[config.mk]
export PLATFORM = sky130hd
export DESIGN_NAME = rf_wb_arbiter
export DESIGN_NICKNAME = d
export VERILOG_FILES = /design/src/rtl/rf_pkg.sv /design/src/rtl/rf_wb_fifo.sv /design/src/rtl/rf_wb_arbiter.sv
export SDC_FILE = /design/constraint.sdc
export NUM_CORES = 1
export LEC_CHECK = 0
export ABC_CLOCK_PERIOD_IN_PS = 3700
export CORE_MARGIN = 2
export CORE_UTILIZATION = 35
export CTS_BUF_LIST = sky130_fd_sc_hd__clkbuf_8 sky130_fd_sc_hd__clkbuf_16
export DETAILED_ROUTE_END_ITERATION = 10
export GPL_ROUTABILITY_DRIVEN = 1
export REMOVE_ABC_BUFFERS = 1
export SLEW_MARGIN = 25
export SYNTH_ARGS = -nofsm -noshare
export SYNTH_HDL_FRONTEND = slang
export SYNTH_HIERARCHICAL = 1
export SYNTH_SLANG_ARGS = --single-unit
[constraint.sdc]
create_clock -name clk2 -period 3.7 [get_ports clk2]
set_input_delay 0.74 -clock clk2 [delete_from_list [all_inputs] [get_ports clk2]]
set_output_delay 0.74 -clock clk2 [all_outputs]
set_load 0.01 [all_outputs]
[src/rtl/rf_pkg.sv]
// rf_pkg: shared register-file widths, the writeback request record and a one-hot helper.
// No ports. Consumers: rf_wb_fifo, rf_wb_arbiter.
package rf_pkg;

    localparam int REG_ADDR_W = 5;
    localparam int DATA_W     = 32;
    localparam int NREG       = 1 << REG_ADDR_W;

    typedef struct packed {
        logic [REG_ADDR_W-1:0] addr;
        logic [DATA_W-1:0]     data;
    } wb_req_t;

    // One-hot mask selecting register a in a per-register bit vector.
    function automatic logic [NREG-1:0] reg_bit(input logic [REG_ADDR_W-1:0] a);
        return NREG'(1) << a;
    endfunction

endpackage

[src/rtl/rf_wb_fifo.sv]
// rf_wb_fifo: small circular buffer holding mul/div results waiting for the register-file port.
// Ports:
//   clk2      clock, rising edge
//   reset     asynchronous, active-low
//   i_push    write i_din at the tail (caller guarantees not full)
//   i_pop     drop the head entry (caller guarantees not empty)
//   i_din     entry to store {addr, data}
//   o_count   number of stored entries (0..DEPTH)
//   o_head    oldest entry, valid when o_count != 0
module rf_wb_fifo
    import rf_pkg::*;
#(
    parameter int DEPTH = 2
) (
    input  logic       clk2,
    input  logic       reset,
    input  logic       i_push,
    input  logic       i_pop,
    input  wb_req_t    i_din,
    output logic [2:0] o_count,
    output wb_req_t    o_head
);

    localparam int PW = (DEPTH > 1) ? $clog2(DEPTH) : 1;

    wb_req_t       r_mem [DEPTH];
    logic [PW-1:0] r_rd_ptr;
    logic [PW-1:0] r_wr_ptr;
    logic [2:0]    r_count;

    // Pointers wrap at DEPTH so non-power-of-two depths work.
    function automatic logic [PW-1:0] bump(input logic [PW-1:0] p);
        return (p == PW'(DEPTH - 1)) ? '0 : p + PW'(1);
    endfunction

    always_ff @(posedge clk2 or negedge reset) begin
        if (!reset) begin
            r_rd_ptr <= '0;
            r_wr_ptr <= '0;
            r_count  <= '0;
        end else begin
            if (i_push) r_wr_ptr <= bump(r_wr_ptr);
            if (i_pop)  r_rd_ptr <= bump(r_rd_ptr);
            r_count <= r_count + 3'(i_push) - 3'(i_pop);
        end
    end

    always_ff @(posedge clk2) begin
        if (i_push) r_mem[r_wr_ptr] <= i_din;
    end

    assign o_count = r_count;
    assign o_head  = r_mem[r_rd_ptr];

endmodule

[src/rtl/rf_wb_arbiter.sv]
// rf_wb_arbiter: shares the single register-file write port between pipeline writeback and buffered mul/div results.
// Ports:
//   clk2, reset                      clock (rising edge), asynchronous active-low reset
//   wb_valid/wb_addr/wb_data         pipeline writeback, never back-pressured; addr 0 means no request
//   md_valid/md_addr/md_data/md_ready mul/div result handshake into the buffer
//   md_issue/md_issue_addr           mul/div issue, marks the destination pending
//   rd_addr1/rd_addr2                decode-stage source registers
//   hazard_stall                     a decode source or the issue destination is still pending
//   wb_hold                          one-cycle request to suppress wb_valid so the buffer can drain
//   rf_we/rf_waddr/rf_wdata          registered register-file write port
// Build option: define RF_WB_SCOREBOARD_EN to include the pending-register scoreboard;
// otherwise hazard_stall is 0 and the issue/decode inputs are ignored.
module rf_wb_arbiter
    import rf_pkg::*;
#(
    parameter int BUF_DEPTH    = 2,
    parameter int STARVE_LIMIT = 3
) (
    input  logic                  clk2,
    input  logic                  reset,
    input  logic                  wb_valid,
    input  logic [REG_ADDR_W-1:0] wb_addr,
    input  logic [DATA_W-1:0]     wb_data,
    input  logic                  md_valid,
    input  logic [REG_ADDR_W-1:0] md_addr,
    input  logic [DATA_W-1:0]     md_data,
    output logic                  md_ready,
    input  logic                  md_issue,
    input  logic [REG_ADDR_W-1:0] md_issue_addr,
    input  logic [REG_ADDR_W-1:0] rd_addr1,
    input  logic [REG_ADDR_W-1:0] rd_addr2,
    output logic                  hazard_stall,
    output logic                  wb_hold,
    output logic                  rf_we,
    output logic [REG_ADDR_W-1:0] rf_waddr,
    output logic [DATA_W-1:0]     rf_wdata
);

    localparam int SW = (STARVE_LIMIT > 1) ? $clog2(STARVE_LIMIT + 1) : 1;

    logic [2:0]    w_count;
    wb_req_t       w_head;
    wb_req_t       w_win;
    logic          w_wb_win;
    logic          w_nonempty;
    logic          w_push;
    logic          w_pop;
    logic          w_md_write;
    logic          w_starve_inc;
    logic          w_starve_hit;
    logic [SW-1:0] r_starve;
    logic          r_hold;
    logic          r_we;
    wb_req_t       r_wr;

    assign w_wb_win   = wb_valid && (wb_addr != '0);
    assign w_nonempty = (w_count != 3'd0);
    // md_ready looks only at the registered count, so a full buffer refuses even if it pops this cycle.
    assign md_ready   = (w_count < 3'(BUF_DEPTH));
    assign w_push     = md_valid && md_ready;
    assign w_pop      = !w_wb_win && w_nonempty;
    // Address-0 entries are popped but never reach the register file.
    assign w_md_write = w_pop && (w_head.addr != '0);
    assign w_win      = w_wb_win ? '{addr: wb_addr, data: wb_data} : w_head;

    rf_wb_fifo #(.DEPTH(BUF_DEPTH)) u_fifo (
        .clk2    (clk2),
        .reset   (reset),
        .i_push  (w_push),
        .i_pop   (w_pop),
        .i_din   ('{addr: md_addr, data: md_data}),
        .o_count (w_count),
        .o_head  (w_head)
    );

    // Counts cycles the buffer waited behind wb; the hit cycle raises wb_hold and restarts the count.
    assign w_starve_inc = w_nonempty && w_wb_win;
    assign w_starve_hit = w_starve_inc && (r_starve == SW'(STARVE_LIMIT - 1));

    always_ff @(posedge clk2 or negedge reset) begin
        if (!reset) begin
            r_starve <= '0;
            r_hold   <= 1'b0;
        end else begin
            r_hold   <= w_starve_hit;
            r_starve <= (w_pop || w_starve_hit) ? '0 : (w_starve_inc ? r_starve + SW'(1) : r_starve);
        end
    end

    // Address and data only move on a real write; otherwise they keep the last written values.
    always_ff @(posedge clk2 or negedge reset) begin
        if (!reset) begin
            r_we <= 1'b0;
            r_wr <= '0;
        end else begin
            r_we <= w_wb_win || w_md_write;
            if (w_wb_win || w_md_write) r_wr <= w_win;
        end
    end

    assign wb_hold  = r_hold;
    assign rf_we    = r_we;
    assign rf_waddr = r_wr.addr;
    assign rf_wdata = r_wr.data;

`ifdef RF_WB_SCOREBOARD_EN
    logic [NREG-1:0] r_pending;
    logic [NREG-1:0] w_set;
    logic [NREG-1:0] w_clr;

    assign w_set = (md_issue && (md_issue_addr != '0)) ? reg_bit(md_issue_addr) : '0;
    assign w_clr = w_md_write ? reg_bit(w_head.addr) : '0;

    // Set is applied after clear so a same-cycle reissue keeps the register pending; bit 0 stays clear.
    always_ff @(posedge clk2 or negedge reset) begin
        if (!reset) r_pending <= '0;
        else        r_pending <= ((r_pending & ~w_clr) | w_set) & ~NREG'(1);
    end

    assign hazard_stall = r_pending[rd_addr1] | r_pending[rd_addr2] | (md_issue & r_pending[md_issue_addr]);
`else
    logic w_unused;
    assign w_unused     = ^{md_issue, md_issue_addr, rd_addr1, rd_addr2};
    assign hazard_stall = 1'b0;
`endif

endmodule

## Yosys cells after proc, flatten, opt, wreduce, memory -nomap -nowiden

Memory sizes are Yosys's and may differ from the RTL's.
Cells that the tools add are included.

- Magnitude comparators: 1
- Equal/unequal tests: 1
- Multiplexer cells: 7
- Reduce and logical (&&, ||, !) cells: 13
- $add $sub $neg: 5

Operators by type and width:

| kind | number |
|---|---|
| $mux W37 | 1 |
| $reduce_bool A5 Y1 | 2 |
| $logic_and A1 B1 Y1 | 6 |
| $mux W1 | 4 |
| $mux W2 | 2 |
| $add A3 B1 Y3 | 1 |
| $lt A3 B2 Y1 const B | 1 |
| $reduce_bool A3 Y1 | 1 |
| $sub A3 B1 Y3 | 1 |
| $add A1 B1 Y1 const B | 2 |
| $add A2 B1 Y2 const B | 1 |
| $eq A2 B2 Y1 const B | 1 |
| $logic_or A1 B1 Y1 | 2 |
| $reduce_bool A2 Y1 | 1 |
| $logic_not A1 Y1 | 1 |

- Memories: 1
- Register bits after elaboration: 46
- Memory bits (writable): 74
- Output and inout port bits: 41
- Logic and storage cells: 36
- Input port bits: 94

Memory list:

| memory | depth | width | rd ports | clocked after Yosys merged registers in | write ports | RTL line | RTL |
|---|---|---|---|---|---|---|---|
| u_fifo.r_mem | 2 | 37 | 1 | 0 | 1 | rf_wb_fifo.sv:26 | `wb_req_t r_mem [DEPTH];` |

## Logic depth before layout (Yosys ltp)

Gate-level depths: netlist of the first run.

- Word-level depth: 6
- Mapped depth: 9
- Depth with buffers taken out: 8

## Hierarchy

The synthesis of the first run kept the hierarchy.

Modules (own cells, without submodules):

| module | seq. area each (um^2) | instances | cells each | area an instance (um^2) |
|---|---|---|---|---|
| rf_wb_fifo | 2347.3 | 1 | 132 | 2990.4 |
| rf_wb_arbiter | 1026.0 | 1 | 220 | 1906.8 |

## Worst setup path after synthesis of the first run

Ideal clock, no wire load.

- Kind: input -> register
- From: in md_valid
- To: mem u_fifo/r_mem[0][0] (netlist bit) (enable)
- Slack: 661 ps
- Setup time: 436 ps
- Buffers on the path: 0
- Data required time: 3264 ps
- Data arrival time: 2603 ps
- Stages on the path: 2
- Cells stage by stage: and2_1 > nor2b_1

- Word-level cells in the longest chain between the ends: 3

Ends and longest elaborated chain:

| element | RTL line | RTL |
|---|---|---|
| start: declaration | rf_wb_arbiter.sv:24 | `input logic md_valid,` |
| $logic_and A1 B1 Y1 | rf_wb_arbiter.sv:60 | `assign w_push = md_valid && md_ready;` |
| $mux W1 | rf_wb_fifo.sv:49 | `if (i_push) r_mem[r_wr_ptr] <= i_din;` |
| $mux W1 (not written as such) | rf_wb_fifo.sv:49 |  |
| end: declaration | rf_wb_fifo.sv:26 |  |

Every way passes these cells.

## Worst setup path in the final report of the first run

- From: in wb_addr[0]
- To: reg u_fifo.r_count[2] (netlist: u_fifo/o_count[2])

- Word-level cells in the longest chain between the ends: 5

Ends and longest elaborated chain:

| element | RTL line | RTL |
|---|---|---|
| start: declaration | rf_wb_arbiter.sv:22 | `input logic [REG_ADDR_W-1:0] wb_addr,` |
| $reduce_bool A5 Y1 | rf_wb_arbiter.sv:56 | `assign w_wb_win = wb_valid && (wb_addr != '0);` |
| $logic_and A1 B1 Y1 | rf_wb_arbiter.sv:56 |  |
| $logic_not A1 Y1 | rf_wb_arbiter.sv:61 | `assign w_pop = !w_wb_win && w_nonempty;` |
| $logic_and A1 B1 Y1 | rf_wb_arbiter.sv:61 |  |
| named net w_pop | rf_wb_arbiter.sv:47 | `logic w_pop;` |
| $sub A3 B1 Y3 | rf_wb_fifo.sv:44 | `r_count <= r_count + 3'(i_push) - 3'(i_pop);` |
| end signal: assignment | rf_wb_fifo.sv:44 |  |
| end: declaration | rf_wb_fifo.sv:29 | `logic [2:0] r_count;` |

The timed path passes the listed nets, and every way through them passes these cells.
A chain may end at the register's enable or synchronous reset.

==> results of run 1 <==
## how the worst max path moves through the flow
stage                   endpoint  slack (ps)  cells after the start
2_1_floorplan  u_fifo/o_count[2]        -410                      8
5_1_grt             rf_wdata[16]         850                      6
3_3_place_gp   u_fifo/o_count[2]         600                      9
6_report       u_fifo/o_count[2]         980                      9
4_1_cts             rf_wdata[21]         940                      6
3_5_place_dp   u_fifo/o_count[2]         560                      9
## kinds of logic (layout without fill, tap and decap cells)
logic type               Yosys count  count (layout)  share of synthesized area, %
AO/OA/AOI/OAI                     46              46                          6.08
XOR/XNOR                           3               3                         0.818
adder cells (fa/ha/maj)            4               4                          1.18
buffers and inverters             26             162                          3.42
flip-flops                       120             120                          68.9
multiplexers                      37              37                          10.0
other                              1               1                        0.0766
AND/OR/NAND/NOR                  115             115                          9.50
## stage by stage
step / total power (W) / util, % / hold WS, ps / setup WS [ps] / cell area (sq um)
finish: 0.00491 / 49.4 / 372 / 979 / 6810
global route: 0.00521 / 49.4 / 414 / 845 / 6810
global placement: 0.00335 / 45.3 / 461 / 595 / 6240
detailed placement: 0.00339 / 45.3 / 499 / 561 / 6240
CTS: 0.00499 / 49.4 / 384 / 939 / 6810
floorplan: 0.00273 / - / 444 / -409 / 4750
## placed cells by master (no fill, tap or decap), drive strengths merged
cell           synthesis  layout
clkdlybuf4s50          0     116
xnor3                  1       1
or4                    3       3
clkinv                 0       9
conb                   1       1
xor2                   2       2
nand3                  1       1
nor2b                  1       1
o41ai                  1       1
a31oi                 32      32
a22oi                  4       4
mux2                  37      37
nor3b                  1       1
o21ai                  3       3
or3                    1       1
ha                     3       3
clkbuf                 3      20
nand2                 67      67
o21a                   1       1
fa                     1       1
nor3                   1       1
dfrtp                 46      46
a21oi                  4       4
edfxtp                74      74
inv                    5       6
buf                   18       9
and2                   3       3
nor2                  37      37
bufinv                 0       2
a32oi                  1       1
## state kept, by name (all words and copies together) (netlist names), 2 cells and up
signal	count
r_starve	2
rf_waddr	5
rf_wdata	32
u_fifo/r_mem	74
u_fifo/o_count	3
## layer usage
metal | vias up | global-route usage [%]
met5 | - | 0
met4 | 0 | 6.68
met3 | 17 | 5.16
met2 | 98 | 23.3
met1 | 1546 | 18.3
li1 | 1509 | -
## Yosys cell counts
cell type / count
buf_4: 4
clkbuf_1: 3
xor2_1: 2
a21oi_1: 4
buf_6: 6
o21ai_2: 2
nand3_1: 1
ha_1: 3
xnor3_1: 1
or3_1: 1
inv_1: 5
fa_1: 1
nor3_1: 1
o21ai_0: 1
o41ai_1: 1
or4_4: 1
mux2_2: 17
buf_2: 8
a32oi_1: 1
nor3b_1: 1
a22oi_1: 4
and2_1: 3
nor2b_1: 1
nand2_1: 67
a31oi_1: 32
mux2_4: 20
edfxtp_1: 74
conb_1: 1
nor2_1: 37
dfrtp_1: 46
or4_1: 2
o21a_1: 1
## power by group through the flow
stage          registers [W]  clock network (W)  logic [W]
2_1_floorplan        0.00200                  0   0.000733
3_3_place_gp         0.00192                  0    0.00142
3_5_place_dp         0.00194                  0    0.00145
4_1_cts              0.00192            0.00161    0.00146
5_1_grt              0.00195            0.00169    0.00157
6_report             0.00192            0.00157    0.00143
## layout make-up
class	count	share of cell area, %
repair buffers	125	18.2
multi-input cells	206	20.3
inverters	5	0.276
clock inverters	12	1.56
well taps	180	3.31
clock buffers	20	6.85
flip-flops and latches	120	49.5
## critical path: cells and delay by family
family                   cells  cell delay (ps)
AND/OR/NAND/NOR              2              760
adder cells (fa/ha/maj)      3              710
buffers and inverters        2              460
XOR/XNOR                     1              180
AO/OA/AOI/OAI                1              150
==> flow_summary.json, run 1 <==
{
  "power_density_nw_per_um2": 722,
  "register_area_sq_um": 3370,
  "r2r-start": "u_fifo/r_rd_ptr",
  "r2r_slack_ps": 1000,
  "cts_setup_buffers": 0,
  "die_area_sq_um": 15000,
  "netlist_top_cells_area": "edfxtp_1 45%, dfrtp_1 24%, mux2_4 6.1%",
  "syn_area_per_cell_sq_um": 13.9,
  "met1Wirelength_um": 4510,
  "clk_latency_ps": 410,
  "setup.worst_path.class": "in2reg",
  "irDropWorstVdd_v": 0.000335,
  "instances_no_fill": 668,
  "syn_inst": 352,
  "fmax_mhz": 368,
  "max-clock-path-buffers": 2,
  "path_common_cell": "ha_1",
  "area_delta_synth_final_pct": 39.1,
  "grt_pass1_wl_um": 16300,
  "swShare_pct": 28.3,
  "via_per_inst": 4.75,
  "drcViolationCount": 0,
  "p_comb_share_pct": 29.1,
  "placed_cells": 636,
  "grt-ovfl-total": 0,
  "h-tree-depth": 4,
  "synth_top_cell_area_share_pct": 45.4,
  "grt_max_degree": 79,
  "die_h_um": 122,
  "track_usage_pct": 14.8,
  "regToRegEndpoint": "rf_wdata[21]",
  "avgRoutedWirePerCell_um": 15.4,
  "ys_types": 32,
  "antenna-diode-count": 0,
  "cpPeakStageDelay_ps": 580,
  "synth.ff_latch_count": 120,
  "setup_violations": 0,
  "num_rows": 43,
  "nets": 573,
  "numCtsBuffers": 17,
  "dpl.hpwl_um": 6770,
  "clock-sinks": 120,
  "worst_slew_pin_slew_ps": 742,
  "cp-start-kind": "primary input",
  "wl_met3_um": 667,
  "critical-path-slowest-cell": "or4_1",
  "report.final.slew_viol_count": 0,
  "clkPwrFrac_pct": 32.0,
  "r2r_cells": 6,
  "ys_seq_area_share_pct": 68.9,
  "multi_input_area_sq_um": 1380,
  "yosys_warnings": 6,
  "status": "finished, final reports clean",
  "clkTransAtPathRegs_ps": 50,
  "finalWeightedCongestion": 0.717,
  "p_int_w": 0.00352,
  "p_switching_w": 0.00139,
  "vias": 3170,
  "antenna_found_initial": 0,
  "wl_met2_um": 4960,
  "wl_um": 10300,
  "finalClockSkew_ps": 7.65,
  "tritoncts": "built",
  "die_w_um": 122,
  "ant_nets": 0,
  "setup.worst_path.start": "wb_addr[0]",
  "report.final.hold_viol_count": 0,
  "p_leak_nw": 2.62,
  "relSlewSlack_pct": 50.5,
  "rsz0062_at_grt": "false",
  "fillers": 1245,
  "cts_hold_buf": 0,
  "portBuffers": 117,
  "hold_class": "in2async",
  "io_pins": 135,
  "fin_setup_tns_ps": 0,
  "fin_crit_sh_pct": 73.5,
  "cts_resized": 0,
  "routed.top_layer": "met4",
  "worstPathRequired_ps": 3980,
  "path_cells": "clkdlybuf4s50_1 -> or4_1 -> o21ai_4 -> and2_1 -> ha_1 -> inv_1 -> ha_1 -> fa_1 -> xnor3_1",
  "crit_path_max_fanout": 2,
  "initial_core_util_pct": 35.6,
  "p_seq_share_pct": 39.0,
  "first_pass_iters": 4,
  "maxCapViolCount": 0,
  "period_needed_ps": 2720,
  "drive_gt1_share_pct": 16.6,
  "synth_top_cell_by_area": "edfxtp_1",
  "core_area_sq_um": 13800,
  "arrival_ps": 3000,
  "drt_iter0_drc": 140,
  "grt_pass1_vias": 3197,
  "root_buffer": "clkbuf_16",
  "endpoint_kind": "flop",
  "netlist_area_sq_um": 4900
}
No activity file was read; power rests on OpenSTA's default activity.
==> inputs of run 2 (changes only) <==
- ABC_CLOCK_PERIOD_IN_PS: 3700 -> 2350
- clock period: 3.7 -> 2.35 ns (I/O delays scaled with it)
==> run 2 against run 1 <==
Combinational power up 70%. Clock-buffer cell count decreased by 2. Final cell count grew 0.90%. Highest routed layer unchanged. Total power rose by 63%.
==> flow_summary.json, run 2 (synthesized netlist as in run 1, its figures left out) <==
{
  "report.final.hold_viol_count": 0,
  "nets": 579,
  "grt_max_degree": 79,
  "num_rows": 43,
  "portBuffers": 117,
  "p_switching_w": 0.00222,
  "antenna_found_initial": 0,
  "grt_pass1_vias": 3320,
  "wl_um": 10500,
  "fin_crit_sh_pct": 97.7,
  "cp-start-kind": "primary input",
  "root_buffer": "clkbuf_16",
  "endpoint_kind": "flop",
  "instances_no_fill": 674,
  "whs_ps": 48.6,
  "drive_gt1_share_pct": 17.4,
  "grt_pass1_wl_um": 16600,
  "arrival_ps": 2580,
  "max-clock-path-buffers": 2,
  "regToRegEndpoint": "rf_wdata[16]",
  "rsz0062_at_grt": "false",
  "h-tree-depth": 4,
  "numCtsBuffers": 17,
  "maxCapViolCount": 0,
  "relSlewSlack_pct": 50.5,
  "core_area_sq_um": 13800,
  "ant_nets": 0,
  "avgRoutedWirePerCell_um": 15.5,
  "p_int_w": 0.00580,
  "status": "finished, final reports clean",
  "placed_cells": 641,
  "final_common_cell": "clkdlybuf4s50_1",
  "finalClockSkew_ps": 7.06,
  "finalWeightedCongestion": 0.729,
  "clk_latency_ps": 410,
  "crit_path_max_fanout": 2,
  "worst_slew_pin_slew_ps": 742,
  "via_per_inst": 4.68,
  "top_register": "u_fifo/r_mem",
  "r2r_slack_ps": 150,
  "setup_ws_ps": 55.0,
  "dpl.hpwl_um": 6950,
  "largest_reg_flops": 74,
  "setup.worst_path.class": "in2reg",
  "swShare_pct": 27.7,
  "hold_class": "in2async",
  "p_leak_nw": 2.68,
  "die_h_um": 122,
  "fmax_mhz": 436,
  "report.final.slew_viol_count": 0,
  "die_area_sq_um": 15000,
  "setup_violations": 0,
  "area_delta_synth_final_pct": 41.9,
  "vias": 3151,
  "clkTransAtPathRegs_ps": 60,
  "r2r-start": "u_fifo/r_rd_ptr",
  "period_needed_ps": 2290,
  "antenna-diode-count": 0,
  "worstPathRequired_ps": 2640,
  "power_density_nw_per_um2": 1150,
  "first_pass_iters": 4,
  "p_comb_share_pct": 30.3,
  "drt_iter0_drc": 131,
  "irDropWorstVdd_v": 0.000525,
  "track_usage_pct": 15.0,
  "clkPwrFrac_pct": 33.0,
  "p_seq_share_pct": 36.7,
  "initial_core_util_pct": 35.6,
  "r2r_cells": 7,
  "layout_common_cells": "114 x clkdlybuf4s50_1, 74 x edfxtp_1, 67 x nand2_1",
  "clock-sinks": 120,
  "drcViolationCount": 0,
  "grt-ovfl-total": 0,
  "die_w_um": 122,
  "pre_cts_slack_ps": -487,
  "io_pins": 135,
  "tritoncts": "built"
}
-- run 2: changes by cell type in the layout (fill, tap and decap cells not counted), sizes merged --
cell / change
clkinv: -5
bufinv: +2
dlygate4sd2: +1
clkdlybuf4s50: -2
clkinvlp: +2
dlymetal6s2s: +1
buf: +6
clkbuf: -2
inv: +3
-- run 2: power groups by stage --
stage               logic [W]  registers (W)  clock network (W)
finish                0.00243        0.00294            0.00264
floorplan             0.00115        0.00314                  0
global route          0.00268        0.00299            0.00281
CTS                   0.00248        0.00295            0.00270
global placement      0.00243        0.00296                  0
detailed placement    0.00246        0.00298                  0
-- run 2: final cells by class --
cell class | instances | area [sq um]
clock buffer | 18 | 439
clock inverter | 14 | 165
fill | 1263 | 6820
inverter | 5 | 18.8
multi-input combinational | 206 | 1390
sequential | 120 | 3370
tap | 180 | 225
timing repair buffer | 131 | 1340
-- run 2: how the worst max path moves through the flow --
stage | slack, ps | to | cells after the start | from
floorplan | -1490 | u_fifo/o_count[2] | 8 | wb_addr[0]
global placement | -470 | u_fifo/o_count[2] | 9 | wb_addr[0]
detailed placement | -490 | u_fifo/o_count[2] | 9 | wb_addr[0]
CTS | 10 | u_fifo/o_count[1] | 8 | wb_addr[4]
global route | 10 | u_fifo/o_count[1] | 8 | wb_addr[3]
finish | 60 | u_fifo/o_count[1] | 8 | wb_addr[3]
-- run 2: timing repair --
item,CTS,global route
pin swaps,3,1
hold endpoints to repair,0,0
hold buffers,0,0
endpoints found under the setup margin,2,3
setup buffers,1,0
resized for setup,5,1
-- run 2: layer usage --
metal	wire length, um	vias up	global-route usage (%)
li1	-	1526	-
met1	4620	1509	18.4
met2	5030	102	24.2
met3	633	14	4.69
met4	189	0	7.11
met5	0	-	0
-- run 2: worst max-delay path, cell delays in order --
cell and delay (ps):
clkdlybuf4s50_1 430, or4_4 500, o21ai_4 150, and2_4 160, ha_1 220, inv_1 60, ha_2 170, fa_2 420
-- run 2: through the flow --
step / TNS [ps] / util, % / area [sq um] / total power (W)
2_1_floorplan: -69380 / - / 4750 / 0.00430
3_3_place_gp: -9720 / 45.9 / 6320 / 0.00538
3_5_place_dp: -10180 / 45.9 / 6320 / 0.00544
4_1_cts: 0 / 50.4 / 6950 / 0.00813
5_1_grt: 0 / 50.5 / 6950 / 0.00848
6_report: 0 / 50.5 / 6950 / 0.00801
